<file path="config.mk">
export PLATFORM = sky130hd
export DESIGN_NAME = muldiv_sequencer
export DESIGN_NICKNAME = d
export VERILOG_FILES = /design/src/rtl/muldiv_sequencer.sv
export SDC_FILE = /design/constraint.sdc
export NUM_CORES = 1
export LEC_CHECK = 0
export ABC_CLOCK_PERIOD_IN_PS = 3100
export CELL_PAD_IN_SITES_DETAIL_PLACEMENT = 0
export CELL_PAD_IN_SITES_GLOBAL_PLACEMENT = 1
export CORE_MARGIN = 2
export CORE_UTILIZATION = 39
export CTS_CLUSTER_SIZE = 30
export DETAILED_ROUTE_END_ITERATION = 6
export MAX_ROUTING_LAYER = met4
export PLACE_DENSITY_LB_ADDON = 0.3
export REMOVE_ABC_BUFFERS = 1
export SYNTH_ARGS = -nofsm -noshare
export SYNTH_HDL_FRONTEND = slang
export SYNTH_SLANG_ARGS = --single-unit
</file>
<file path="constraint.sdc">
create_clock -name clk -period 3.1 [get_ports clk]
set_input_delay 0.62 -clock clk [delete_from_list [all_inputs] [get_ports clk]]
set_output_delay 0.62 -clock clk [all_outputs]
set_load 0.02 [all_outputs]
</file>
<file path="src/rtl/muldiv_sequencer.sv">
// muldiv_sequencer: iterative 32-cycle shift-add multiplier / restoring divider owning HI/LO.
// A load cycle at the top of RUN forms operand magnitudes, so the result lands 34 edges after start.
module muldiv_sequencer #(
    parameter int ITER = 32
) (
    input  logic        clk,
    input  logic        rst,
    input  logic        start,
    input  logic [1:0]  op,
    input  logic [31:0] src0_i,
    input  logic [31:0] src1_i,
    input  logic        mthi,
    input  logic        mtlo,
    input  logic [31:0] wdata_i,
    output logic        busy,
    output logic        done,
    output logic [31:0] hi_o,
    output logic [31:0] lo_o
);
    typedef enum logic [1:0] {IDLE, RUN, FIX} state_t;
    state_t      state_q;
    logic [4:0]  cnt_q;
    logic        prep_q;
    logic [1:0]  op_q;
    logic [31:0] a_q, b_q, m_q;
    logic [63:0] acc_q;
    logic        neg_q, negr_q;
    logic [31:0] hi_q, lo_q;
    logic        busy_q, done_q;
    logic        s0, s1, ge;
    logic [31:0] mag0, mag1, quo_d, rem_d;
    logic [32:0] sum_d, part_d;
    logic [63:0] acc_d, prod_d;
    always_comb begin
        s0     = ~op_q[0] & a_q[31];
        s1     = ~op_q[0] & b_q[31];
        mag0   = s0 ? -a_q : a_q;
        mag1   = s1 ? -b_q : b_q;
        sum_d  = {1'b0, acc_q[63:32]} + (acc_q[0] ? {1'b0, m_q} : 33'd0);
        // partial remainder keeps the bit shifted out of the upper word
        part_d = acc_q[63:31];
        ge     = part_d >= {1'b0, m_q};
        acc_d  = op_q[1] ? {ge ? part_d[31:0] - m_q : part_d[31:0], acc_q[30:0], ge}
                         : {sum_d, acc_q[31:1]};
        prod_d = neg_q ? -acc_q : acc_q;
        quo_d  = neg_q ? -acc_q[31:0] : acc_q[31:0];
        rem_d  = negr_q ? -acc_q[63:32] : acc_q[63:32];
    end
    always_ff @(posedge clk) begin
        if (rst) begin
            state_q <= IDLE;
            cnt_q   <= '0;
            prep_q  <= 1'b0;
            op_q    <= '0;
            a_q     <= '0;
            b_q     <= '0;
            m_q     <= '0;
            acc_q   <= '0;
            neg_q   <= 1'b0;
            negr_q  <= 1'b0;
            hi_q    <= '0;
            lo_q    <= '0;
            busy_q  <= 1'b0;
            done_q  <= 1'b0;
        end else begin
            done_q <= 1'b0;
            case (state_q)
                IDLE: begin
                    if (start) begin
                        op_q    <= op;
                        a_q     <= src0_i;
                        b_q     <= src1_i;
                        cnt_q   <= '0;
                        prep_q  <= 1'b1;
                        busy_q  <= 1'b1;
                        state_q <= RUN;
                    end else begin
                        if (mthi) hi_q <= wdata_i;
                        if (mtlo) lo_q <= wdata_i;
                    end
                end
                RUN: begin
                    if (prep_q) begin
                        prep_q <= 1'b0;
                        acc_q  <= {32'd0, op_q[1] ? mag0 : mag1};
                        m_q    <= op_q[1] ? mag1 : mag0;
                        neg_q  <= s0 ^ s1;
                        negr_q <= s0;
                    end else begin
                        acc_q <= acc_d;
                        cnt_q <= cnt_q + 5'd1;
                        if (cnt_q == 5'(ITER - 1)) state_q <= FIX;
                    end
                end
                FIX: begin
                    if (op_q[1] && b_q == '0) begin
                        hi_q <= a_q;
                        lo_q <= '1;
                    end else if (op_q[1]) begin
                        hi_q <= rem_d;
                        lo_q <= quo_d;
                    end else begin
                        {hi_q, lo_q} <= prod_d;
                    end
                    busy_q  <= 1'b0;
                    done_q  <= 1'b1;
                    state_q <= IDLE;
                end
                default: state_q <= IDLE;
            endcase
        end
    end
    assign busy = busy_q;
    assign done = done_q;
    assign hi_o = hi_q;
    assign lo_o = lo_q;
endmodule

</file>
== Word level (Yosys, flattened, before mapping) ==
Index checks and enable logic that the tools add are counted.
Widths: inputs -> output; s select.

* Eq/ne operators: 9
* Reductions and logical operators: 13
* Multiplexer cells: 32
* Add/sub/neg operators: 8
* $lt $le $gt $ge: 1
* Bitwise logic cells: 4

{| class="wikitable"
|+ Operators with widths
! cell !! count
|-
| $mux 32 || 16
|-
| $mux 64 || 3
|-
| $neg 32->32 || 4
|-
| $pmux 32 s2 || 2
|-
| $neg 64->64 || 1
|-
| $add 32x32->33 || 1
|-
| $ge 33x32->1 || 1
|-
| $logic_not 32->1 || 1
|-
| $sub 32x32->32 || 1
|-
| $ne 2x2->1 const B || 6
|-
| $reduce_and 3->1 || 4
|-
| $mux 5 || 2
|-
| $pmux 5 s2 || 1
|-
| $reduce_and 2->1 || 4
|-
| $mux 2 || 3
|-
| $add 5x1->5 const B || 1
|-
| $eq 5x5->1 const B || 1
|-
| $pmux 1 s2 || 2
|-
| $pmux 2 s2 || 1
|-
| $reduce_bool 2->1 || 2
|-
| $and 1x1->1 || 2
|-
| $eq 2x1->1 const B || 1
|-
| $eq 2x2->1 const B || 1
|-
| $logic_not 2->1 || 1
|-
| 4 further kinds || 5
|}

* Word-level logic and storage cells: 81
* Input port bits: 103
* Output and inout bits: 66
* Flip-flop bits (word level): 238

== Depth between registers and ports, before layout ==
Gate-level depths: netlist of run 1.

* Depth after elaboration: 5
* Gate-level depth with buffers: 16

== Worst setup path before layout of run 1 ==
Ideal clock, no wire load.

* Path type: reg2reg
* From: register acc_q[0]
* To: register acc_q[59]
* Setup time: 0.128 ns
* Stages on the path, launching flop included: 16
* Data arrival time: 2.919 ns
* Setup slack: 0.054 ns
* Buffers on the path: 2
* Path through: dfxtp_1 -> clkbuf_1 -> inv_1 -> clkbuf_1 -> nor2_1 -> ha_1 -> a21o_1 -> nor3_1 -> a21oi_1 -> a31oi_1 -> o21ai_0 -> a41oi_1 -> xor2_1 -> nor2_1 -> a211oi_1 -> o21ai_0

* Word-level cells in the longest chain between the ends: 4

{| class="wikitable"
|+ RTL lines
! element !! RTL line !! source
|-
| from (decl) || 26 || <nowiki>logic [63:0] acc_q;</nowiki>
|-
| from (signal assigned) || 85 || <nowiki>acc_q <= {32'd0, op_q[1] ? mag0 : mag1};</nowiki>
|-
| $mux 32 || 39 || <nowiki>sum_d = {1'b0, acc_q[63:32]} + (acc_q[0] ? {1'b0, m_q} : 33'd0);</nowiki>
|-
| $add 32x32->33 || 39 ||
|-
| $mux 64 || 43 || <nowiki>acc_d = op_q[1] ? {ge ? part_d[31:0] - m_q : part_d[31:0], acc_q[30:0], ge}</nowiki>
|-
| $mux 64 || 83 || <nowiki>if (prep_q) begin</nowiki>
|}

Every way passes these cells.
A chain may end at the register's enable or synchronous reset.

== Worst setup path in the final report of run 1 ==
* From: register m_q[1]
* To: register acc_q[56]

* Word-level cells in the longest chain between the ends: 4
* Elaborated cells on any way between the ends: 7

{| class="wikitable"
|+ RTL lines
! element !! RTL line !! source
|-
| from (decl) || 25 || <nowiki>logic [31:0] a_q, b_q, m_q;</nowiki>
|-
| from (signal assigned) || 86 || <nowiki>m_q <= op_q[1] ? mag1 : mag0;</nowiki>
|-
| $mux 32 (tied with other cells) || 39 ||
|-
| $add 32x32->33 / $mux 32 (equally long branches) || 39, 43 ||
|-
| $mux 64 (*) || 43 ||
|-
| $mux 64 (*) || 83 ||
|}

Mark *: on every way between the ends. The rest lies on a longest branch, timed or not.

==> results of run 1 <==
-- cells in the mapped netlist, types with 27 or more instances --
cell type,n,area share [%]
nor3_1,77,2.3
o21ai_0,119,3.5
nor2_1,239,5.3
nand2_1,336,7.5
o211ai_1,39,1.7
o221ai_1,36,1.9
mux2i_1,33,2.0
ha_1,70,5.2
dfxtp_1,238,28
nand3_1,34,1.0
a21oi_1,262,7.8
a211oi_1,53,2.4
clkbuf_1,127,2.8
a21o_1,27,1.2
xnor2_1,95,5.0
inv_1,65,1.5
xor2_1,80,4.2
-- layout make-up --
| cell class | instances | area share (%) |
|---|---|---|
| multi-input cells | 1817 | 52.1 |
| flip-flops and latches | 238 | 21.5 |
| repair buffers | 454 | 18.0 |
| clock buffers | 40 | 3.63 |
| well taps | 546 | 3.08 |
| inverters | 68 | 1.17 |
| clock inverters | 9 | 0.456 |
| diodes | 1 | 0.0113 |
-- where the power goes --
group          switching, mW  total (mW)  internal (mW)
sequential             0.162        3.37           3.21
combinational           1.90        3.52           1.62
clock                   1.38        3.35           1.96
total                   3.44        10.2           6.80
-- path summary, 6_finish.rpt --
check / slack (ns) / to / start
hold / removal: 0.39 / m_q[19]$_SDFFE_PP0P_ / rst
setup reg to reg: 0.06 / acc_q[56]$_SDFFE_PP0P_ / m_q[1]$_SDFFE_PP0P_
hold reg to reg: 0.45 / m_q[30]$_SDFFE_PP0P_ / m_q[30]$_SDFFE_PP0P_
setup / recovery: 0.06 / acc_q[56]$_SDFFE_PP0P_ / m_q[1]$_SDFFE_PP0P_
-- kinds of logic after synthesis --
group                    count (synthesis)  synth area share [%]
multiplexers                            41                  2.77
AO/OA/AOI/OAI                          711                  27.0
flip-flops                             238                  28.4
AND/OR/NAND/NOR                        818                  21.8
XOR/XNOR                               175                  9.13
buffers and inverters                  230                  5.45
adder cells (fa/ha/maj)                 72                  5.46
-- layout by cell type, fill, tap and decap left out, types with 20 or more instances in the layout --
cell type and count:
a211oi_1 51, a21o_1 27, a21oi_1 254, a22oi_1 23, a31oi_1 20, buf_4 272
clkbuf_16 31, clkdlybuf4s50_1 167, dfxtp_1 232, ha_1 65, inv_1 62, mux2i_1 33
nand2_1 334, nand3_1 33, nor2_1 235, nor3_1 72, o211ai_1 39, o21ai_0 106
o221ai_1 35, o31ai_1 20, xnor2_1 94, xor2_1 80
-- registers in the layout, indices dropped and copies added (netlist names), 2 cells and up --
register  count
acc_q        64
m_q          32
lo_o         32
hi_o         32
b_q          32
op_q          2
a_q          32
cnt_q         5
state_q       2
-- routing by layer --
layer | up-vias | GRT usage (%) | part of all wire [%]
met5 | - | - | 0
met4 | 0 | 10.7 | 3.7
met3 | 162 | 3.63 | 6.8
met2 | 748 | 50.0 | 47
met1 | 8844 | 38.9 | 43
li1 | 8821 | - | -
-- stage by stage --
| step | cell area [um2] | TNS [ns] |
|---|---|---|
| after global routing | 22200 | -0.0736 |
| final | 22200 | 0 |
| after CTS | 21800 | -0.00478 |
| after detailed placement | 20700 | -2.39 |
| after global placement | 20700 | -1.96 |
| after floorplan | 16100 | -284.07 |
-- worst max-delay path: cells and delay by family (launching register included) --
family,cells,cell delay (ns)
compound gates,6,1.59
fa+ha+maj,1,0.30
buf+inv,3,0.46
flops,1,0.33
mux,1,0.06
simple gates,1,0.16
-- what timing repair did --
action,in CTS,in global routing
setup buffers,4,8
resized for setup,22,80
pin swaps,7,28
endpoints found under the setup margin,26,66
cloned,0,2
==> flow_summary.ini, run 1 <==
[drt]
post-route-drc-count = 0
wire_per_inst_um = 21.6
postRouteAntennaNets = 0
wirelength_um = 68500
first_pass_iters = 6
routed_via_density = 5.85
num_vias = 18600
dr.first_iter.drc_count = 1708

[clock_network]
cts_root_buf = clkbuf_16
cts-hold-fix-buffers = 0
htree_levels = 1
clk_latency_ns = 0.57
cts.sinks = 238
cts_buffers = 28
clk_pin_slew_ns = 0.06
clock_path_buffers = 3
cts_tree = done

[grt]
grt_pass1_wl_um = 103000
grt_pass1_vias = 17700
grt_max_degree = 71
antenna_found_initial = 1
grt-ovfl-total = 0
grtUsageTotal_pct = 30.5

[timing]
worstMarginPinSlew_ns = 0.998
timing.hold.ws_ns = 0.387
finalCritPeriodShare_pct = 98.1
setup_violations = 0
fin_crit_ns = 3.04
worst_slack_ns = 0.0595
slew_viol_final = 0
max_freq_ghz = 0.329
slew_headroom_pct = 33.2
clock_skew_ns = 0.0155
rsz0062_at_grt = yes
hold_viol = 0

[synth]
synth_edf_count = 0
netlist-cell-type-count = 83
ys.flop_type = dfxtp_1
synth.avg_cell_area_um2 = 7.35
synthArstFlopShare_pct = 0
netlist_instances = 2285
ys_warn_count = 0
syn_area_um2 = 16800
yosysSeqAreaShare_pct = 28.4
ys_ff_latch = 238

[critical_path]
cp_cell_sequence = inv_1, ha_1, nor2b_4, o31ai_2, a31oi_2, a22oi_2, o21a_2, o31ai_4, clkbuf_16, buf_4, mux2i_1, o21ai_0
critical_path_class = reg2reg
crit_arrival_ns = 3.48
end_kind = flip-flop
cp-start-kind = flip-flop
cp.required_ns = 3.54
r2r_cells = 12
cp_slowest_cell = o31ai_4
path_max_fanout = 7
cp_slowest_stage_delay_ns = 0.55

[placement]
hpwl_um = 53200
place_congestion = 1.02
dp.cells = 3109
dp_slack_ns = -0.254
io_buffers = 168

[floorplan]
fp.dieH_um = 211
ioPinCount = 169
fp.dieW_um = 211
rows = 76
start_util_pct = 39.2
core-area_um2 = 42800
dieArea_um2 = 44700

[worst_hold_path]
worst_hold_path_type = in2reg
hold-path-cell-count = 2

[cells_and_area]
instances_no_fill = 3173
syn2layout_area_growth_pct = 32.3
fillCellCount = 4223
seqCellArea_um2 = 4770
final_core_util_pct = 51.9
multiInputGateArea_um2 = 11600
drive_gt1_share_pct = 16.9
nets = 2782

[pwr]
leakagePower_nw = 9.04
irDropWorstVdd_mv = 0.366
p_per_area_nw_per_um2 = 461
power.total_mw = 10.2

[outcome]
status = finished, final reports clean

[run]
drv_cap = 0
(Power assumes the default switching activity.)
==> run 2, diff against run 1 <==
- SLEW_MARGIN: unset -> 20
==> results of run 2 <==
Same layout as run 1: the final DEF is identical, and so are final timing and power.
==> run 3, diff against run 2 <==
- PLACE_DENSITY_LB_ADDON: 0.3 -> 0.1
- REMOVE_ABC_BUFFERS: 1 -> unset
- TNS_END_PERCENT: unset -> 1
==> run 3 against run 2 <==
  * First-iteration DRC count grew 21%
  * Critical path depth grew 4
  * Via count shrank 0.34%
  * Global-route usage grew 1.7 points
  * Sequential cell count is the same
  * Largest power group is now the clock network
==> flow_summary.ini, run 3 (synthesis gave the netlist of run 1 again) <==
[timing]
clock_skew_ns = 0.0136
worstMarginPinSlew_ns = 0.704
hold_viol = 0
timing.hold.ws_ns = 0.426
rsz0062_at_grt = yes
slew_headroom_pct = 53.1
fin_crit_ns = 3.08
setup_violations = 0
slew_viol_final = 0
finalCritPeriodShare_pct = 99.5
max_freq_ghz = 0.324

[synth]
syn-num-nets = 2460

[pwr]
irDropWorstVdd_mv = 0.441
p_per_area_nw_per_um2 = 470
p_int_mw = 6.86
power.total_mw = 10.4
p_clk_share_pct = 35.6
leakagePower_nw = 8.96
switching_share_pct = 34.0
p_comb_share_pct = 32.0
net-switching-power_mw = 3.54
pwr-share-seq_pct = 32.3

[clock_network]
clk_latency_ns = 0.60
htree_levels = 1
clk_pin_slew_ns = 0.07
clock_path_buffers = 3
cts_tree = done
cts_buffers = 30
cts.sinks = 238
cts_root_buf = clkbuf_16

[grt]
grtUsageTotal_pct = 32.3
grt_pass1_vias = 17200
grt-ovfl-total = 0
grt_pass1_wl_um = 106000
antenna_found_initial = 1
grt_max_degree = 93

[critical_path]
cp.required_ns = 3.58
path_max_fanout = 15
path_buf_inv = 4
critical_path_class = reg2reg
end_kind = flip-flop
cp_slowest_stage_delay_ns = 0.36
cp-start-kind = flip-flop
cp_top_family = compound AO/OA/AOI/OAI gates
cp_slowest_cell = dfxtp_2
cp_cell_sequence = inv_2, buf_12, nor2_1, ha_1, o211a_1, o31ai_4, a21oi_2, buf_4, a31oi_4, o21ai_2, buf_4, a41oi_4, xor2_1, nor2_1, a211oi_2, o21ai_0
crit_arrival_ns = 3.56

[drt]
wirelength_um = 71900
dr.first_iter.drc_count = 2064
post-route-drc-count = 0
wire_per_inst_um = 22.8
routed_via_density = 5.86
num_vias = 18500
postRouteAntennaNets = 0
first_pass_iters = 6

[placement]
io_buffers = 168
dp.cells = 3092
dpl_cell_area_um2 = 20600
place_congestion = 0.997
hpwl_um = 56400

[floorplan]
ioPinCount = 169
dieArea_um2 = 44700
rows = 76
fp.dieH_um = 211
core-area_um2 = 42800
fp.dieW_um = 211
start_util_pct = 39.2

[cells_and_area]
final_cell_mix = nand2_1 (335), buf_4 (252), a21oi_1 (248)
syn2layout_area_growth_pct = 31.9
nets = 2763
drive_gt1_share_pct = 16.7
largest_reg_flops = 64
largest_register = acc_q
stdcell_area_um2 = 22100
final_common_cell = nand2_1
instances_no_fill = 3158

[worst_hold_path]
worst_hold_path_type = in2reg

[run]
drv_cap = 0

[outcome]
status = finished, final reports clean
## run 3: cell types whose count changed in the layout (fill, tap and decap cells not counted), sizes merged
cell	change
buf	-20
clkinv	+3
bufinv	+2
clkbuf	-2
clkinvlp	+2
## run 3: timing repair
action	4_1_cts	5_1_grt
hold buffers	0	0
pin swaps	4	21
endpoints found under the setup margin	26	98
resized for setup	27	69
gates cloned	0	1
setup buffers	1	8
## run 3: layout make-up
type / count / area (um2)
fill: 4244 / 20700
multi-input combinational: 1817 / 11600
sequential: 238 / 4770
timing repair buffer: 433 / 3830
clock buffer: 39 / 825
tap: 546 / 683
inverter: 68 / 255
clock inverter: 16 / 203
antenna: 1 / 2.50
## run 3: power by group through the flow
stage | sequential (mW) | clock, mW | combinational (mW)
2_1_floorplan | 3.45 | 0 | 1.80
3_3_place_gp | 3.42 | 0 | 3.16
3_5_place_dp | 3.42 | 0 | 3.18
4_1_cts | 3.36 | 3.75 | 3.20
5_1_grt | 3.38 | 3.87 | 3.56
6_report | 3.36 | 3.70 | 3.33
## run 3: worst paths after layout
kind | slack [ns] | cells past startpoint | from | to
setup / recovery | 0.02 | 16 | acc_q[0]$_SDFFE_PP0P_ | acc_q[59]$_SDFFE_PP0P_
hold / removal | 0.43 | 2 | rst | m_q[15]$_SDFFE_PP0P_
setup reg to reg | 0.02 | 16 | acc_q[0]$_SDFFE_PP0P_ | acc_q[59]$_SDFFE_PP0P_
hold reg to reg | 0.45 | 2 | lo_o[4]$_SDFFE_PP0P_ | lo_o[4]$_SDFFE_PP0P_
## run 3: per-layer routing
metal	part of all wire, %	GRT usage, %
met1	44	43.7
met4	4.3	12.7
met5	0	-
met3	7.9	4.02
met2	44	48.9
## run 3: metrics by stage
step | setup WS [ns] | utilization [%] | TNS (ns)
after global placement | -0.545 | 48.1 | -2.29
after global routing | -0.0553 | 51.7 | -0.272
after floorplan | 0.0536 | - | 0
after detailed placement | -0.478 | 48.1 | -2.41
after CTS | -0.0592 | 50.7 | -0.103
final | 0.0161 | 51.7 | 0
